--- src/rtl/dtree_pkg.sv ---
// Shared decision-tree definitions: record size, field offsets and node-memory state encoding.
package dtree_pkg;

   typedef enum logic [1:0] {
      ST_IDLE  = 2'd0,
      ST_LOAD  = 2'd1,
      ST_READY = 2'd2
   } mem_state_t;

   function automatic int node_size(input int features, input int coeff_w, input int bias_w);
      return 2 + features + (features - 1) * coeff_w + bias_w + 1;
   endfunction

   // LSB positions of each record field; bit 0 is the spare.
   function automatic int off_bias();
      return 1;
   endfunction

   function automatic int off_coeff(input int k, input int features, input int coeff_w,
                                    input int bias_w);
      return 1 + bias_w + (features - 2 - k) * coeff_w;
   endfunction

   function automatic int off_mask(input int features, input int coeff_w, input int bias_w);
      return 1 + bias_w + (features - 1) * coeff_w;
   endfunction

   function automatic int off_child(input int features, input int coeff_w, input int bias_w);
      return off_mask(features, coeff_w, bias_w) + features;
   endfunction

endpackage

--- src/rtl/dtree_cfg_deser.sv ---
// Chunk-to-record assembler: shifts configuration chunks in MSB-first and emits one record
// (plus parity verdict) combinationally on the accept of its final chunk.
module dtree_cfg_deser #(
   parameter  int CFG_WIDTH = 8,
   parameter  int NODE_SIZE = 24,
   parameter  int PARITY    = 0,
   localparam int BITS      = NODE_SIZE + PARITY,
   localparam int CHUNKS    = (BITS + CFG_WIDTH - 1) / CFG_WIDTH,
   localparam int TOT       = CHUNKS * CFG_WIDTH,
   localparam int CW        = (CHUNKS > 1) ? $clog2(CHUNKS) : 1
) (
   input  logic                 clk,
   input  logic                 reset,
   input  logic                 i_clr,
   input  logic                 i_accept,
   input  logic [CFG_WIDTH-1:0] i_data,
   output logic                 o_rec_valid,
   output logic [NODE_SIZE-1:0] o_rec_data,
   output logic                 o_rec_perr
);

   // Only the earlier chunks are stored; the final chunk is taken straight off the bus.
   logic [TOT-CFG_WIDTH-1:0] r_sh;
   logic [CW-1:0]            r_cnt;
   logic [TOT-1:0]           w_cat;
   logic [BITS-1:0]          w_rec;
   logic                     w_last;

   assign w_cat  = {r_sh, i_data};
   assign w_rec  = w_cat[TOT-1 -: BITS];
   assign w_last = i_accept && (r_cnt == CW'(CHUNKS - 1));

   always_ff @(posedge clk or posedge reset) begin
      if (reset) begin
         r_sh  <= '0;
         r_cnt <= '0;
      end else if (i_clr) begin
         r_cnt <= '0;
      end else if (i_accept) begin
         r_sh  <= w_cat[TOT-CFG_WIDTH-1:0];
         r_cnt <= w_last ? '0 : r_cnt + 1'b1;
      end
   end

   assign o_rec_valid = w_last;
   assign o_rec_data  = w_rec[BITS-1 -: NODE_SIZE];
   // Even parity: record bits plus trailing parity bit must XOR to zero.
   assign o_rec_perr  = (PARITY != 0) ? (^w_rec) : 1'b0;

endmodule

--- src/rtl/dtree_node_mem.sv ---
// Decision-tree node memory: chunked config load, per-channel record array, combinational read.
// Optional build macro DTREE_MEM_PARITY_EN adds a per-record even-parity bit and sticky cfg_error.
module dtree_node_mem
   import dtree_pkg::*;
#(
   parameter  int FEATURES      = 3,
   parameter  int COEFF_WIDTH   = 4,
   parameter  int BIAS_WIDTH    = 10,
   parameter  int NODES         = 5,
   parameter  int CHANNEL_COUNT = 1,
   parameter  int CFG_WIDTH     = 8,
   localparam int NODE_SIZE     = node_size(FEATURES, COEFF_WIDTH, BIAS_WIDTH),
   localparam int CH_W          = (CHANNEL_COUNT > 1) ? $clog2(CHANNEL_COUNT) : 1,
   localparam int IX_W          = (NODES > 1) ? $clog2(NODES) : 1
) (
   input  logic                 clk,
   input  logic                 reset,
   input  logic                 cfg_start,
   input  logic                 cfg_valid,
   input  logic [CFG_WIDTH-1:0] cfg_data,
   output logic                 cfg_ready,
   output logic                 cfg_error,
   input  logic [CH_W-1:0]      ch_index,
   input  logic [IX_W-1:0]      node_index,
   input  logic                 read_mem,
   output logic [NODE_SIZE-1:0] node_data,
   output logic                 mem_ready
);

`ifdef DTREE_MEM_PARITY_EN
   localparam int PAR_EN = 1;
`else
   localparam int PAR_EN = 0;
`endif
   localparam int DEPTH = CHANNEL_COUNT * NODES;
   localparam int AW    = (DEPTH > 1) ? $clog2(DEPTH) : 1;

   mem_state_t             r_state;
   logic [AW-1:0]          r_addr;
   logic                   r_mem_ready;
   logic                   r_cfg_ready;
   logic                   r_cfg_error;
   logic [NODE_SIZE-1:0]   r_mem [DEPTH];

   logic                   w_accept;
   logic                   w_rec_valid;
   logic [NODE_SIZE-1:0]   w_rec_data;
   logic                   w_rec_perr;
   logic [AW-1:0]          w_rd_addr;
   logic                   w_in_range;
   logic                   w_sel;

   // cfg_start wins over a simultaneous chunk.
   assign w_accept = cfg_valid && r_cfg_ready && !cfg_start;

   dtree_cfg_deser #(
      .CFG_WIDTH (CFG_WIDTH),
      .NODE_SIZE (NODE_SIZE),
      .PARITY    (PAR_EN)
   ) u_deser (
      .clk         (clk),
      .reset       (reset),
      .i_clr       (cfg_start),
      .i_accept    (w_accept),
      .i_data      (cfg_data),
      .o_rec_valid (w_rec_valid),
      .o_rec_data  (w_rec_data),
      .o_rec_perr  (w_rec_perr)
   );

   always_ff @(posedge clk or posedge reset) begin
      if (reset) begin
         r_state     <= ST_IDLE;
         r_addr      <= '0;
         r_mem_ready <= 1'b0;
         r_cfg_ready <= 1'b0;
         r_cfg_error <= 1'b0;
      end else if (cfg_start) begin
         r_state     <= ST_LOAD;
         r_addr      <= '0;
         r_mem_ready <= 1'b0;
         r_cfg_ready <= 1'b1;
         r_cfg_error <= 1'b0;
      end else begin
         case (r_state)
            ST_LOAD: begin
               if (w_rec_valid) begin
                  if (w_rec_perr) r_cfg_error <= 1'b1;
                  if (r_addr == AW'(DEPTH - 1)) begin
                     r_addr      <= '0;
                     r_cfg_ready <= 1'b0;
                     // A corrupted load finishes but is never exposed to the controller.
                     if (w_rec_perr || r_cfg_error) begin
                        r_state     <= ST_IDLE;
                        r_mem_ready <= 1'b0;
                     end else begin
                        r_state     <= ST_READY;
                        r_mem_ready <= 1'b1;
                     end
                  end else begin
                     r_addr <= r_addr + 1'b1;
                  end
               end
            end
            ST_READY: begin
               r_cfg_ready <= 1'b0;
               r_mem_ready <= 1'b1;
            end
            default: begin
               r_cfg_ready <= 1'b0;
               r_mem_ready <= 1'b0;
            end
         endcase
      end
   end

   always_ff @(posedge clk) begin
      if (w_rec_valid) r_mem[r_addr] <= w_rec_data;
   end

   assign w_rd_addr  = AW'(32'(ch_index) * NODES + 32'(node_index));
   assign w_in_range = (32'(ch_index) < CHANNEL_COUNT) && (32'(node_index) < NODES);
   // read_mem is only a strobe: data stays level-valid through the controller's evaluate phase.
   assign w_sel      = r_mem_ready && w_in_range && (read_mem || 1'b1);
   assign node_data  = w_sel ? r_mem[w_rd_addr] : '0;

   assign mem_ready  = r_mem_ready;
   assign cfg_ready  = r_cfg_ready;
   assign cfg_error  = r_cfg_error;

endmodule

--- config.mk ---
export PLATFORM = sky130hd
export DESIGN_NAME = dtree_node_mem
export DESIGN_NICKNAME = d
export VERILOG_FILES = /design/src/rtl/dtree_pkg.sv /design/src/rtl/dtree_cfg_deser.sv /design/src/rtl/dtree_node_mem.sv
export SDC_FILE = /design/constraint.sdc
export NUM_CORES = 1
export LEC_CHECK = 0
export ABC_AREA = 0
export CORE_MARGIN = 2
export CORE_UTILIZATION = 40
export DETAILED_ROUTE_END_ITERATION = 16
export MAX_ROUTING_LAYER = met4
export PLACE_DENSITY = 0.61
export SKIP_LAST_GASP = 1
export SYNTH_ARGS = -nofsm -noshare
export SYNTH_HDL_FRONTEND = slang
export SYNTH_HIERARCHICAL = 1
export SYNTH_SLANG_ARGS = --single-unit
--- constraint.sdc ---
create_clock -name clk -period 9.1 [get_ports clk]
set_input_delay 2.275 -clock clk [delete_from_list [all_inputs] [get_ports clk]]
set_output_delay 2.275 -clock clk [all_outputs]
set_load 0.005 [all_outputs]
## Word level (Yosys, flattened, before mapping)

Memories as Yosys holds them, arrays and structs flattened.
Index checks and enable logic that the tools add are counted.

| storage, ports and cells | value |
|---|---|
| memories kept | 1 |
| flip-flop bits (word level) | 25 |
| input bits | 17 |
| bits in writable memories | 120 |
| output and inout port bits | 27 |

| cells by class | value |
|---|---|
| $lt $le $gt $ge | 2 |
| $add $sub $neg | 3 |
| equality and inequality tests | 6 |
| reduce and logical (&&, ||, !) cells | 14 |
| multiplexer cells | 22 |
| multipliers | 1 |
| bitwise gates (word level) | 1 |

Memory list:

| name | depth | width | read ports | clocked after Yosys merged registers in | wr ports | RTL line | RTL |
|---|---|---|---|---|---|---|---|
| r_mem | 5 | 24 | 1 | 0 | 1 | dtree_node_mem.sv:43 | `logic [NODE_SIZE-1:0] r_mem [DEPTH];` |

Operator list:

| cell | count |
|---|---|
| 24-bit 2-to-1 mux | 1 |
| 2-bit 2-to-1 mux | 7 |
| 3-bit 2-to-1 mux | 4 |
| 1-bit 2-to-1 mux | 9 |
| 2-bit nonzero test | 4 |
| 2-bit AND reduction | 3 |
| 1-bit logical AND | 5 |
| 2-bit == test, second input constant | 2 |
| 3-bit by 1-bit adder with 3-bit output, second input constant | 1 |
| 3-bit adder | 1 |
| 3-bit == test, second input constant | 1 |
| 3-bit < comparator, second input constant | 1 |
| 1-bit by 3-bit multiplier with 3-bit output, second input constant | 1 |
| 3-bit by 2-bit != test with 1-bit output, second input constant | 1 |
| 3-bit != test, second input constant | 1 |
| 3-bit AND reduction | 1 |
| 2-bit by 1-bit adder with 2-bit output, second input constant | 1 |
| 2-bit by 1-bit == test with 1-bit output, second input constant | 1 |
| 1-bit case mux with 2 select lines | 1 |
| 1-bit zero test | 1 |
| 1-bit < comparator, second input constant | 1 |
| 1-bit inverter | 1 |

## Logic depth before layout (Yosys ltp)

| depth | value |
|---|---|
| depth in word-level cells | 6 |
| depth in mapped cells | 8 |
| gate-level depth less buffers | 7 |

## Hierarchy

Netlist, hierarchy kept.

By module, submodules not included:

| module | seq. area each (um^2) | cells each | instances | area each (um^2) |
|---|---|---|---|---|
| dtree_node_mem | 3803.6 | 265 | 1 | 5016.1 |
| dtree_cfg_deser | 450.4 | 56 | 1 | 834.6 |

## Worst setup path after synthesis

Ideal clock, no wire load.

| timing path | value |
|---|---|
| path kind | input to output |
| start | input ch_index |
| end | output node_data[3] |
| stages on the path | 7 |
| data arrival time | 3638 ps |
| buffers on the path | 2 |
| path slack | 3187 ps |
| path through | ha_1 > ha_1 > clkbuf_1 > buf_2 > mux4_2 > o22ai_1 > nor2_1 |

| on the way | value |
|---|---|
| longest elaborated chain between the ends | 4 |

RTL lines:

| item | RTL line | RTL |
|---|---|---|
| start, declared | dtree_node_mem.sv:23 | `input logic [CH_W-1:0] ch_index,` |
| 1-bit by 3-bit multiplier with 3-bit output or 1-bit < comparator (tied branches) | dtree_node_mem.sv:121, dtree_node_mem.sv:122 |  |
| 3-bit adder or 1-bit logical AND (tied branches) | dtree_node_mem.sv:121, dtree_node_mem.sv:122 |  |
| memory read 5 x 24 bit or 1-bit logical AND (tied branches) | - |  |
| 24-bit 2-to-1 mux (*) | dtree_node_mem.sv:125 | `assign node_data = w_sel ? r_mem[w_rd_addr] : '0;` |
| end, declared | dtree_node_mem.sv:26 | `output logic [NODE_SIZE-1:0] node_data,` |

Every way passes the cells marked *; elsewhere a longest branch is shown, timed or not.

## Final worst setup path

| timing path | value |
|---|---|
| start | input ch_index |
| end | output node_data[1] |

The elaborated chain is that of the path after synthesis.

==> key figures <==
Pwr
  – Peak supply drop: between 0.0001 and 0.00015 V
  – Comb pwr share: 0.065
  – Sw Pwr: ~0.35 mW
  – Internal power: 1.23 mW
  – Pwr dens: 227 nW/um^2
  – Share of power burned in registers: 0.506
  – Lkg Pwr: 2.37 nW
  – Clock Power Share: 0.429
  – Sw Ratio: 0.221
  – Total power: 1.58 mW

Cells and area
  – Synth-to-Final Area Change: 19.2%
  – Finished layout cell area: approximately 7000 um^2
  – Commonest cells after routing, fill and taps aside: 120 x edfxtp_1, 42 x clkdlybuf4s50_1, 28 x nor2_1
  – Most common library cell in the layout ignoring fill and taps: edfxtp_1
  – # nets final: between 300 and 400
  – Final cell count without fillers: about 560
  – N_diodes: 0
  – Final core occ: 0.484
  – Layout cells sized above 1: 0.229

STA
  – RSZ-0062 raised after global routing: no
  – Skew final: roughly 0.0056 ns
  – Max-slew violations: 0
  – Worst Tran Pin Value: roughly 1.1 ns
  – Final hold violation count: 0
  – Highest clock rate: 135 MHz
  – WHS: roughly 0.52 ns
  – Setup TNS: 0 ns
  – Min cycle time layout: between 7 and 8 ns
  – Final Cycle Share: 0.817
  – Setup Viol. Count Final: 0
  – PnR worst setup slack: approximately 1.7 ns
  – Worst slew margin: 0.253

CTS
  – Post-CTS setup repair buffer count: 0
  – CTS buffer count: 17
  – Clk slew on worst S/H paths: about 0.060 ns
  – Post-CTS Hold Buffers: 0
  – Latest clock arrival within the worst-skew pair: around 0.42 ns
  – Root Buffer: clkbuf_16
  – Sink Count: between 100 and 150
  – H-tree depth: 4
  – Longest Clk Path Bufs: 2
  – TritonCTS clock tree: done
  – Post-CTS sizing: 0

Yosys
  – Async set or reset register ratio after synthesis: 0.178
  – Synth Register Bits: between 100 and 150
  – Synth area leader: edfxtp_1
  – Syn Area/Cell: 18.2 um^2
  – Dominant synthesized flop cell: edfxtp_1
  – Post-synth net total: roughly 340
  – Top post-synthesis cells by area: edfxtp_1 62%, dfrtp_1 11%, mux4_2 9.2%
  – Synth top area share: 0.616
  – Synth Cell Area: approximately 5900 um^2
  – Post-synth EDFFs: 120
  – Post-synthesis sequential area ratio: 0.727
  – Yosys Warn Count: 6
  – Yosys cell types: 36
  – Post-Synthesis Cells: approximately 320

Critical path
  – Worst setup SP type: input pin
  – Crit Path Category: in -> out
  – Critical Path Sink Type: output port
  – CP required: 6.83 ns
  – CP Max Fanout: 15
  – Critical Path AT: 5.16 ns

Die
  – Die Height: 125 um
  – Initial Util: 0.406
  – Die footprint: approximately 16000 um^2
  – Core area: roughly 14000 um^2
  – Std cell rows: 44
  – Ports: 44
  – Die W: 125 um

Routing
  – DR WL/cell: 19.9 um
  – Final antenna-violating net count: 0
  – DRT iter0 DRCs: 230
  – WL final: 11100 um
  – Vias: ~2900
  – Pre-antenna DRT Iters: 4
  – DRC viols: 0
  – Vias per Instance: 5.18

Flow run
  – Max-Cap Viols: 0

Place
  – Placed cell area: 6390 um^2
  – Gpl congestion: 0.707
  – Setup WS pre-CTS: ~1.6 ns
  – Dpl cells: around 530
  – Port bufs: 42
  – DPL Wire Length: 6340 um

Global route
  – First-pass GRT wire length: around 18000 um
  – Number of global-route vias before repair: roughly 3100
  – Gr usage total: 0.157
  – Initial antenna violation count: 0
  – Pin count of the biggest net entering global routing: 25
  – Total global routing overflow: 0

Worst hold path
  – Hold Path Class: reg -> reg

Run status
  – Outcome: finished, final reports clean
## final cells by class
class / instances / area [um^2]
Multi-Input combinational cell: 142 / 1420
Fill cell: 1245 / 7450
Inverter: 7 / 26.3
Clock buffer: 17 / 425
Tap cell: 184 / 230
Clock inverter: 15 / 159
Timing Repair Buffer: 48 / 465
Sequential cell: 146 / 4250
## power by group through the flow
stage                     clock network (mW)  registers [mW]  logic, mW
after floorplan                            0           0.802     0.0843
after global placement                     0           0.811      0.103
after detailed placement                   0           0.814      0.105
after CTS                              0.694           0.801      0.105
after global routing                   0.724           0.805      0.111
final                                  0.679           0.801      0.102
## final timing paths
path                             from         endpoint  slack [ns]  depth (start not counted)
hold / removal             r_state[0]       r_state[0]        0.52                          1
max in group asynchronous       reset  u_deser/r_sh[7]        6.21                          2
setup / recovery             ch_index     node_data[1]        1.67                          8
hold reg to reg            r_state[0]       r_state[0]        0.52                          1
setup reg to reg            cfg_ready     r_mem[1][23]        6.54                          6
min in group asynchronous       reset        cfg_error        2.15                          2
## cell usage after synthesis, types with 5 or more instances
library cell	n
buf_2	5
edfxtp_1	120
inv_1	7
buf_4	11
nor2_1	30
clkbuf_1	6
nand2_1	8
dfrtp_1	26
ha_1	6
mux2_2	6
mux2i_1	5
mux4_2	24
o22ai_1	19
a21oi_1	7
mux2_4	10
## flip-flops by register name (all words and copies together), names as in the netlist
signal	count
r_mem	120
u_deser/r_sh	16
r_addr	3
r_state	2
u_deser/r_cnt	2
cfg_error	1
cfg_ready	1
mem_ready	1
## kinds of logic after synthesis
logic type | Yosys count | share of synthesized area
simple gates | 55 | 0.0447
buf+inv | 33 | 0.0359
mux | 45 | 0.138
other cells | 1 | 0.000641
flops | 146 | 0.727
compound gates | 33 | 0.0351
fa+ha+maj | 6 | 0.0128
xor+xnor | 2 | 0.00556
## routing by layer
layer / global-route usage / share of wire
met5: - / 0
met4: 0.0562 / 0.0076
met3: 0.0466 / 0.035
met2: 0.255 / 0.52
met1: 0.189 / 0.44
## critical path, cell delays in order
cell             delay [ns]
clkdlybuf4s50_1        0.46
ha_1                   0.23
ha_1                   0.76
buf_4                  0.34
mux4_2                 0.32
o22ai_1                0.20
nor2_1                 0.07
clkdlybuf4s50_1        0.49
Note: power is estimated with default switching activity, not from simulation.
